File: src/rtl/narrow_pkg.sv
// Shared widths, saturation constants, FSM states and the narrow-and-flag function
// for the halfword narrowing unit.
package narrow_pkg;

    localparam int unsigned IN_W  = 32;
    localparam int unsigned OUT_W = 16;
    localparam int unsigned HI_W  = IN_W - OUT_W + 1;

    localparam logic [OUT_W-1:0] SAT_MAX = {1'b0, {(OUT_W-1){1'b1}}};
    localparam logic [OUT_W-1:0] SAT_MIN = {1'b1, {(OUT_W-1){1'b0}}};

    typedef enum logic [1:0] {
        ST_EMPTY,
        ST_ONE,
        ST_FULL
    } state_e;

    typedef struct packed {
        logic             ovf;
        logic [OUT_W-1:0] data;
    } narrow_t;

    // Representable iff the top HI_W bits are all equal; saturate or truncate otherwise.
    function automatic narrow_t narrow_word(input logic [IN_W-1:0] d, input logic sat);
        narrow_t          r;
        logic [HI_W-1:0]  hi;
        hi    = d[IN_W-1:OUT_W-1];
        r.ovf = ~((&hi) | ~(|hi));
        if (sat && r.ovf) begin
            r.data = d[IN_W-1] ? SAT_MIN : SAT_MAX;
        end else begin
            r.data = d[OUT_W-1:0];
        end
        return r;
    endfunction

endpackage

File: src/rtl/halfword_narrower_if.sv
// Stream and control bundle of the halfword narrower.
interface halfword_narrower_if #(
    parameter int unsigned IN_W  = 32,
    parameter int unsigned OUT_W = 16,
    parameter int unsigned CNT_W = 8
);
    logic             in_valid;
    logic             in_ready;
    logic [IN_W-1:0]  in_data;
    logic             sat_en;
    logic             out_valid;
    logic             out_ready;
    logic [OUT_W-1:0] out_data;
    logic             out_ovf;
    logic [CNT_W-1:0] ovf_count;
    logic             ovf_clear;

    modport master (
        output in_valid, in_data, sat_en, out_ready, ovf_clear,
        input  in_ready, out_valid, out_data, out_ovf, ovf_count
    );

    modport slave (
        input  in_valid, in_data, sat_en, out_ready, ovf_clear,
        output in_ready, out_valid, out_data, out_ovf, ovf_count
    );
endinterface

File: src/rtl/skid_buffer.sv
// Two-entry valid/ready buffer: output register plus one skid register,
// with in_ready decoded from the state register only.
module skid_buffer
    import narrow_pkg::*;
#(
    parameter int unsigned W = 17
) (
    input  logic         clk,
    input  logic         rst_n,
    input  logic         in_valid,
    output logic         in_ready,
    input  logic [W-1:0] in_data,
    output logic         out_valid,
    input  logic         out_ready,
    output logic [W-1:0] out_data
);

    state_e       state_q, state_d;
    logic [W-1:0] out_q, out_d;
    logic [W-1:0] skid_q, skid_d;
    logic         accept;
    logic         xfer;

    assign in_ready  = (state_q != ST_FULL);
    assign out_valid = (state_q != ST_EMPTY);
    assign out_data  = out_q;
    assign accept    = in_valid && in_ready;
    assign xfer      = out_valid && out_ready;

    always_ff @(posedge clk or negedge rst_n) begin
        if (!rst_n) begin
            state_q <= ST_EMPTY;
            out_q   <= '0;
            skid_q  <= '0;
        end else begin
            state_q <= state_d;
            out_q   <= out_d;
            skid_q  <= skid_d;
        end
    end

    // Incoming word lands in the output register when it is empty or draining, else in the skid.
    always_comb begin
        state_d = state_q;
        out_d   = out_q;
        skid_d  = skid_q;
        case (state_q)
            ST_EMPTY: begin
                if (accept) begin
                    out_d   = in_data;
                    state_d = ST_ONE;
                end
            end
            ST_ONE: begin
                if (accept && xfer) begin
                    out_d = in_data;
                end else if (accept) begin
                    skid_d  = in_data;
                    state_d = ST_FULL;
                end else if (xfer) begin
                    state_d = ST_EMPTY;
                end
            end
            ST_FULL: begin
                if (xfer) begin
                    out_d   = skid_q;
                    skid_d  = '0;
                    state_d = ST_ONE;
                end
            end
            default: state_d = ST_EMPTY;
        endcase
    end

endmodule

File: src/rtl/halfword_narrower.sv
// Saturating 32-to-16 signed narrowing unit with skid-buffered stream output
// and a sticky saturating overflow counter.
module halfword_narrower
    import narrow_pkg::*;
#(
    parameter int unsigned CNT_W = 8
) (
    input  logic                 clk,
    input  logic                 rst_n,
    halfword_narrower_if.slave   bus
);

    localparam int unsigned BUF_W = $bits(narrow_t);

    narrow_t          nar_c;
    narrow_t          buf_out;
    logic             accept;
    logic [CNT_W-1:0] ovf_count_q, ovf_count_d;

    always_comb nar_c = narrow_word(bus.in_data, bus.sat_en);

    assign accept = bus.in_valid && bus.in_ready;

    skid_buffer #(.W(BUF_W)) u_skid (
        .clk       (clk),
        .rst_n     (rst_n),
        .in_valid  (bus.in_valid),
        .in_ready  (bus.in_ready),
        .in_data   (nar_c),
        .out_valid (bus.out_valid),
        .out_ready (bus.out_ready),
        .out_data  (buf_out)
    );

    assign bus.out_data  = buf_out.data;
    assign bus.out_ovf   = buf_out.ovf;
    assign bus.ovf_count = ovf_count_q;

    // Clear wins over a same-cycle increment; the count parks at all-ones.
    always_comb begin
        ovf_count_d = ovf_count_q;
        if (bus.ovf_clear) begin
            ovf_count_d = '0;
        end else if (accept && nar_c.ovf && (ovf_count_q != '1)) begin
            ovf_count_d = ovf_count_q + CNT_W'(1);
        end
    end

    always_ff @(posedge clk or negedge rst_n) begin
        if (!rst_n) begin
            ovf_count_q <= '0;
        end else begin
            ovf_count_q <= ovf_count_d;
        end
    end

endmodule

File: src/flat_wrapper.sv
// flat-port wrapper written by rule: the top's interface ports become plain ports
module halfword_narrower_flat import narrow_pkg::*;
#(
    parameter int unsigned CNT_W = 8
)
  (clk, rst_n, bus_in_valid, bus_in_data, bus_sat_en, bus_out_ready, bus_ovf_clear, bus_in_ready, bus_out_valid, bus_out_data, bus_out_ovf, bus_ovf_count);
  halfword_narrower_if #(.CNT_W(CNT_W)) bus_i ();
  input  logic clk;
  input  logic rst_n;
  input wire logic [$bits(bus_i.in_valid)-1:0] bus_in_valid;
  input wire logic [$bits(bus_i.in_data)-1:0] bus_in_data;
  input wire logic [$bits(bus_i.sat_en)-1:0] bus_sat_en;
  input wire logic [$bits(bus_i.out_ready)-1:0] bus_out_ready;
  input wire logic [$bits(bus_i.ovf_clear)-1:0] bus_ovf_clear;
  output wire logic [$bits(bus_i.in_ready)-1:0] bus_in_ready;
  output wire logic [$bits(bus_i.out_valid)-1:0] bus_out_valid;
  output wire logic [$bits(bus_i.out_data)-1:0] bus_out_data;
  output wire logic [$bits(bus_i.out_ovf)-1:0] bus_out_ovf;
  output wire logic [$bits(bus_i.ovf_count)-1:0] bus_ovf_count;
  assign bus_i.in_valid = bus_in_valid;
  assign bus_i.in_data = bus_in_data;
  assign bus_i.sat_en = bus_sat_en;
  assign bus_i.out_ready = bus_out_ready;
  assign bus_i.ovf_clear = bus_ovf_clear;
  assign bus_in_ready = bus_i.in_ready;
  assign bus_out_valid = bus_i.out_valid;
  assign bus_out_data = bus_i.out_data;
  assign bus_out_ovf = bus_i.out_ovf;
  assign bus_ovf_count = bus_i.ovf_count;
  halfword_narrower #(.CNT_W(CNT_W)) u_core (.clk(clk), .rst_n(rst_n), .bus(bus_i));
endmodule
File: config.mk
export PLATFORM = sky130hd
export DESIGN_NAME = halfword_narrower_flat
export DESIGN_NICKNAME = d
export VERILOG_FILES = /design/src/rtl/narrow_pkg.sv /design/src/rtl/halfword_narrower_if.sv /design/src/rtl/skid_buffer.sv /design/src/rtl/halfword_narrower.sv /design/src/flat_wrapper.sv
export SDC_FILE = /design/constraint.sdc
export NUM_CORES = 1
export LEC_CHECK = 0
export ABC_AREA = 1
export BUFFER_PORTS_ARGS = -buffer_cell sky130_fd_sc_hd__buf_2
export CAP_MARGIN = 10
export CORE_MARGIN = 3
export CORE_UTILIZATION = 41
export CTS_BUF_LIST = sky130_fd_sc_hd__clkbuf_8 sky130_fd_sc_hd__clkbuf_16
export DETAILED_ROUTE_END_ITERATION = 10
export GPL_TIMING_DRIVEN = 0
export PLACE_DENSITY = 0.66
export SLEW_MARGIN = 0
export SYNTH_ARGS = -nofsm -noshare
export SYNTH_HDL_FRONTEND = slang
export SYNTH_HIERARCHICAL = 1
export SYNTH_SLANG_ARGS = --single-unit
File: constraint.sdc
create_clock -name clk -period 1.6 [get_ports clk]
set_input_delay 0.16 -clock clk [delete_from_list [all_inputs] [get_ports clk]]
set_output_delay 0.16 -clock clk [all_outputs]
set_load 0.005 [all_outputs]
# Word-level counts from Yosys, hierarchy flattened
# Cells that the tools add are included.
# word_totals
reg_bits,44
# classes
mux,17
eq_ne,10
n_reduce_logical,16
bitwise_logic,3
n_addsub,1
# op_table
op,n
two-way mux 17 bit,5
one-hot mux 17 bit (3 select lines),1
one-hot mux 17 bit (2 select lines),1
two-way mux 16 bit,2
AND reduction 17 bit,1
OR reduction 17 bit,1
two-way mux 8 bit,2
AND reduction 4 bit,3
two-way mux 2 bit,5
adder 8 x 1 -> 8 bit (second input constant),1
!= test 2 bit (second input constant),4
!= test 8 bit (second input constant),1
logical AND 1 bit,6
one-hot mux 2 bit (3 select lines),1
nonzero test 2 bit,3
!= test 2 x 1 -> 1 bit (second input constant),2
!= test 3 x 2 -> 1 bit (second input constant),1
nonzero test 3 bit,1
== test 2 x 1 -> 1 bit (second input constant),1
== test 2 bit (second input constant),1
logical NOT 2 bit,1
inverter 1 bit,2
bitwise OR 1 bit,1

# Depth between registers and ports, before layout
# logic_depth
depth_word,9
ltp_mapped,14
mapped_depth_nobuf,13

# By module
# The synthesis kept the hierarchy.
# by_module_without_submodules
mod,seq_area_each_um2,area_per_inst_um2,cells_each,n_inst
skid_buffer,900.9,1868.0,224,1
halfword_narrower,200.2,814.5,133,1

# Least setup slack after synthesis
# OpenSTA, ideal clock, no wires.
# synth_timing
kind,reg-to-reg
startpoint,reg u_core.u_skid.state_q[0]
endpoint,"reg u_core.ovf_count_q[4], in the netlist u_core/bus.ovf_count[4]"
stages_incl_launch_ff,10
setup_time_ns,0.066
path_slack_ns,0.013
n_path_buf,1
t_arrival_ns,1.521
cell_sequence,dfrtp_1 > inv_2 > nand2_2 > buf_4 > nand2_1 > inv_1 > nand3_1 > nor2_1 > nand3_1 > nand2_1
# synth_via
elab_chain_len,5
# synth_rtl
item,line,text
"start, declared",skid_buffer.sv:18,"state_e state_q, state_d;"
"start signal, assigned",skid_buffer.sv:36,state_q <= state_d;
!= test 2 bit,skid_buffer.sv:24,assign in_ready = (state_q != ST_FULL);
named net bus_in_ready,flat_wrapper.sv:15,output wire logic [$bits(bus_i.in_ready)-1:0] bus_in_ready;
logical AND 1 bit,halfword_narrower.sv:22,assign accept = bus.in_valid && bus.in_ready;
logical AND 1 bit (2 in a row),halfword_narrower.sv:44,end else if (accept && nar_c.ovf && (ovf_count_q != '1)) begin
nonzero test 2 bit (no source line),n/a,
"end signal, assigned",halfword_narrower.sv:53,ovf_count_q <= ovf_count_d;
"end, declared",halfword_narrower.sv:18,"logic [CNT_W-1:0] ovf_count_q, ovf_count_d;"
# The timed path passes the listed nets, and every way through them passes these cells.
# A chain may end at the register's enable or synchronous reset.

# Worst setup path in the final report
# layout_timing
startpoint,"reg u_core.ovf_count_q[1], in the netlist u_core/bus.ovf_count[1]"
endpoint,"reg u_core.ovf_count_q[4], in the netlist u_core/bus.ovf_count[4]"
# layout_via
elab_chain_len,3
# layout_rtl
item,line
adder 8 x 1 -> 8 bit / != test 8 bit (equally long branches),"halfword_narrower.sv:45, halfword_narrower.sv:44"
two-way mux 8 bit / logical AND 1 bit (equally long branches),halfword_narrower.sv:44
two-way mux 8 bit / nonzero test 2 bit (equally long branches),n/a
# Parallel ways exist; a longest one is shown, timed or not. The select of a mux whose other input is x is not followed.

==> results.toml <==
[die]
core_sq_um = 6130
start_util = 0.438
die_area_sq_um = 7550
die_height_microns = 86.9
ios = 65
die_w_microns = 86.9
rows = 28

[clocking]
clk_latency_ps = 300
ctsLongestPathBuffers = 2
cts-root-buf = "clkbuf_8"
numCtsBuffers = 5
htreeDepth = 2
ctsHoldBuffers = 0
cts_tree = "built"
clock_sink_count = 44
clk_pin_slew_ps = 80

[critical_path]
crit_fanout = 8
r2r-start = "u_core/bus.ovf_count[1]$_DFFE_PN0P_"
critPathTopFamily = "simple AND/OR/NAND/NOR gates"
end_kind = "flip-flop"
startpoint_type = "flip-flop"
critical_path_class = "reg -> reg"
crit_slowest_cell = "dfrtp_1"
critPathLaunch = "u_core/bus.ovf_count[1]$_DFFE_PN0P_"
cp_cell_sequence = "ha_2, nand3_1, nor2_2, nand4_1, nand4_1, buf_6, nand3_1, nand2_1"
path_depth = 8
ff2ff_path_depth = 8
cp.buffers_inverters = 1
critPathArrivalTime_ps = 1760
worstPathRequired_ps = 1840
critPathMaxStageDelay_ps = 380

[route]
vias_per_cell = 4.91
via_count = 2492
drt_iter0_markers = 159
drc = 0
final_antenna_net_count = 0
drtPass1Iterations = 4
finalWirelength_microns = 5990
wire_per_inst_microns = 11.8

[place]
dp_hpwl_microns = 4490
io_buffer_count = 64
placed_cell_area_sq_um = 3100
dp_worst_setup_slack_ps = -353
place_inst = 496
routabilityCongestion = 0.819

[hold_path]
hp-class = "in -> async"

[final_layout]
final-instance-count-excl-fill = 508
drive_above_1_share = 0.309
fin_area_sq_um = 3270
diodes = 0
area.growth.synth_to_final_pct = 21.8
fin_nets = 471

[sta]
max_freq_mhz = 659
finalSetupTns_ps = 0
hold_viol = 0
max_slew_margin = 0.348
finalCritPeriodShare = 0.949
tightest_slew_ps = 978
skew_ps = 7.11
setup_viol = 0
timing.final.ws_setup_ps = 81.6
period_minus_slack_ps = 1520
whs_ps = 17.0
drv_slew = 0

[power]
internal_power_uw = 2800
pwr-share-clk = 0.183
cellPowerDensity_nw_per_um2 = 1380
pwr-share-comb = 0.407
seqPwrFrac = 0.409
p_leak_uw = 0.00186
vdd_drop_max_mv = 0.858
swShare = 0.380
power_switching_uw = 1720

[job]
drv_cap = 0

[logic_synthesis]
yosysUniqueCellTypes = 29
synth_cells = 357
synth-seq-cells = 44
synth.avg_cell_area_sq_um = 7.51
syn-cell-area_sq_um = 2680
synth_fp_nets = 396
yosysWarnings = 6
ys_seq_area_frac = 0.410

[grt]
grt_max_degree = 45
grt_pass1_wl_microns = 10700
antenna_found_initial = 0
grt_usage = 0.176
gr-total-overflow = 0
grt_pass1_vias = 2392

[outcome]
status = "complete, no violations"
cell type report:
| class | count | area [sq um] |
|---|---|---|
| Fill cell | 602 | 2860 |
| Multi-Input combinational cell | 280 | 1400 |
| Sequential cell | 44 | 1100 |
| Timing Repair Buffer | 69 | 362 |
| Buffer | 12 | 129 |
| Tap cell | 75 | 93.8 |
| Inverter | 20 | 75.1 |
| Clock buffer | 5 | 68.8 |
| Clock inverter | 3 | 38.8 |
stage by stage:
stage          utilization  power [uW]
4_1_cts              0.526        4550
2_1_floorplan            -        3080
3_5_place_dp         0.505        3680
3_3_place_gp         0.505        3640
6_report             0.533        4520
5_1_grt              0.533        4940
sequential cells by signal (all words and copies together) (netlist names):
name	cells
u_core/u_skid/out_data	17
u_core/bus.ovf_count	8
u_core/u_skid/skid_q	17
u_core/u_skid/state_q	2
Yosys cell counts:
cell      number  area [sq um]
nand2_1      152           571
dfrtp_1       44          1100
nand3_1       38           190
nand2_2       26           163
nand4_1       21           131
nor2_1        18          67.6
inv_1         15          56.3
buf_6          5          56.3
inv_2          5          18.8
xor2_1         4          35.0
a21oi_1        3          15.0
nand3_2        3          30.0
nand3_4        3          52.6
o21ai_0        3          15.0
buf_12         2          40.0
buf_2          2          10.0
and2_4         1          8.76
buf_1          1          3.75
buf_4          1          7.51
buf_8          1          15.0
clkbuf_1       1          3.75
ha_1           1          12.5
nand2_4        1          11.3
nand2_8        1          20.0
nor2_2         1          6.26
nor2_4         1          11.3
nor3_1         1          5.00
o21bai_4       1          18.8
or2_1          1          6.26
per-layer routing:
metal / wire (microns) / vias to the layer above / track usage
met2: 2840 / 57 / 0.297
li1: - / 1293 / -
met5: 0 / - / 0
met4: 106 / 0 / 0.0510
met3: 328 / 9 / 0.0426
met1: 2710 / 1133 / 0.222
repair_timing:
item,in CTS,in global routing
pin swaps,1,3
resized for setup,5,4
buffers inserted,1,4
setup endpoints to repair,9,8
gates cloned,0,0
placed cells by master (no fill, tap or decap), drive strengths merged:
| cell type | netlist | routed |
|---|---|---|
| nand3 | 44 | 44 |
| nor2 | 20 | 20 |
| nor3 | 1 | 1 |
| bufinv | 0 | 1 |
| ha | 1 | 1 |
| nand2 | 180 | 180 |
| o21ai | 3 | 3 |
| o21bai | 1 | 1 |
| clkbuf | 1 | 6 |
| or2 | 1 | 1 |
| inv | 20 | 21 |
| dfrtp | 44 | 44 |
| nand4 | 21 | 21 |
| a21oi | 3 | 3 |
| xor2 | 4 | 4 |
| clkinv | 0 | 1 |
| and2 | 1 | 1 |
| buf | 12 | 80 |
power groups by stage:
stage               sequential [uW]  combinational [uW]  clock, uW
floorplan                      1860                1220          0
global placement               1850                1790          0
detailed placement             1870                1810          0
CTS                            1860                1830        859
global route                   1910                2120        913
finish                         1850                1840        828
worst paths after layout:
path / endpoint / slack (ps)
max in group asynchronous: u_core/u_skid/state_q[1]$_DFFE_PN0P_ / 920
max reg2reg: u_core/bus.ovf_count[4]$_DFFE_PN0P_ / 80
min reg2reg: u_core/u_skid/out_data[16]$_DFFE_PN0P_ / 470
max: u_core/bus.ovf_count[4]$_DFFE_PN0P_ / 80
min: u_core/u_skid/out_data[2]$_DFFE_PN0P_ / 20
min in group clk: u_core/u_skid/state_q[1]$_DFFE_PN0P_ / 80
cell families (layout without fill, tap and decap cells):
| logic type | after synthesis | after routing | share of synthesized area |
|---|---|---|---|
| and+or+nand+nor | 268 | 268 | 0.475 |
| buffers and inverters | 33 | 109 | 0.0788 |
| adders and majority gates | 1 | 1 | 0.00466 |
| AOI/OAI and AO/OA | 7 | 7 | 0.0182 |
| DFF | 44 | 44 | 0.410 |
| xor gates and xnor gates | 4 | 4 | 0.0131 |
Power figures use the tool's default switching activity.
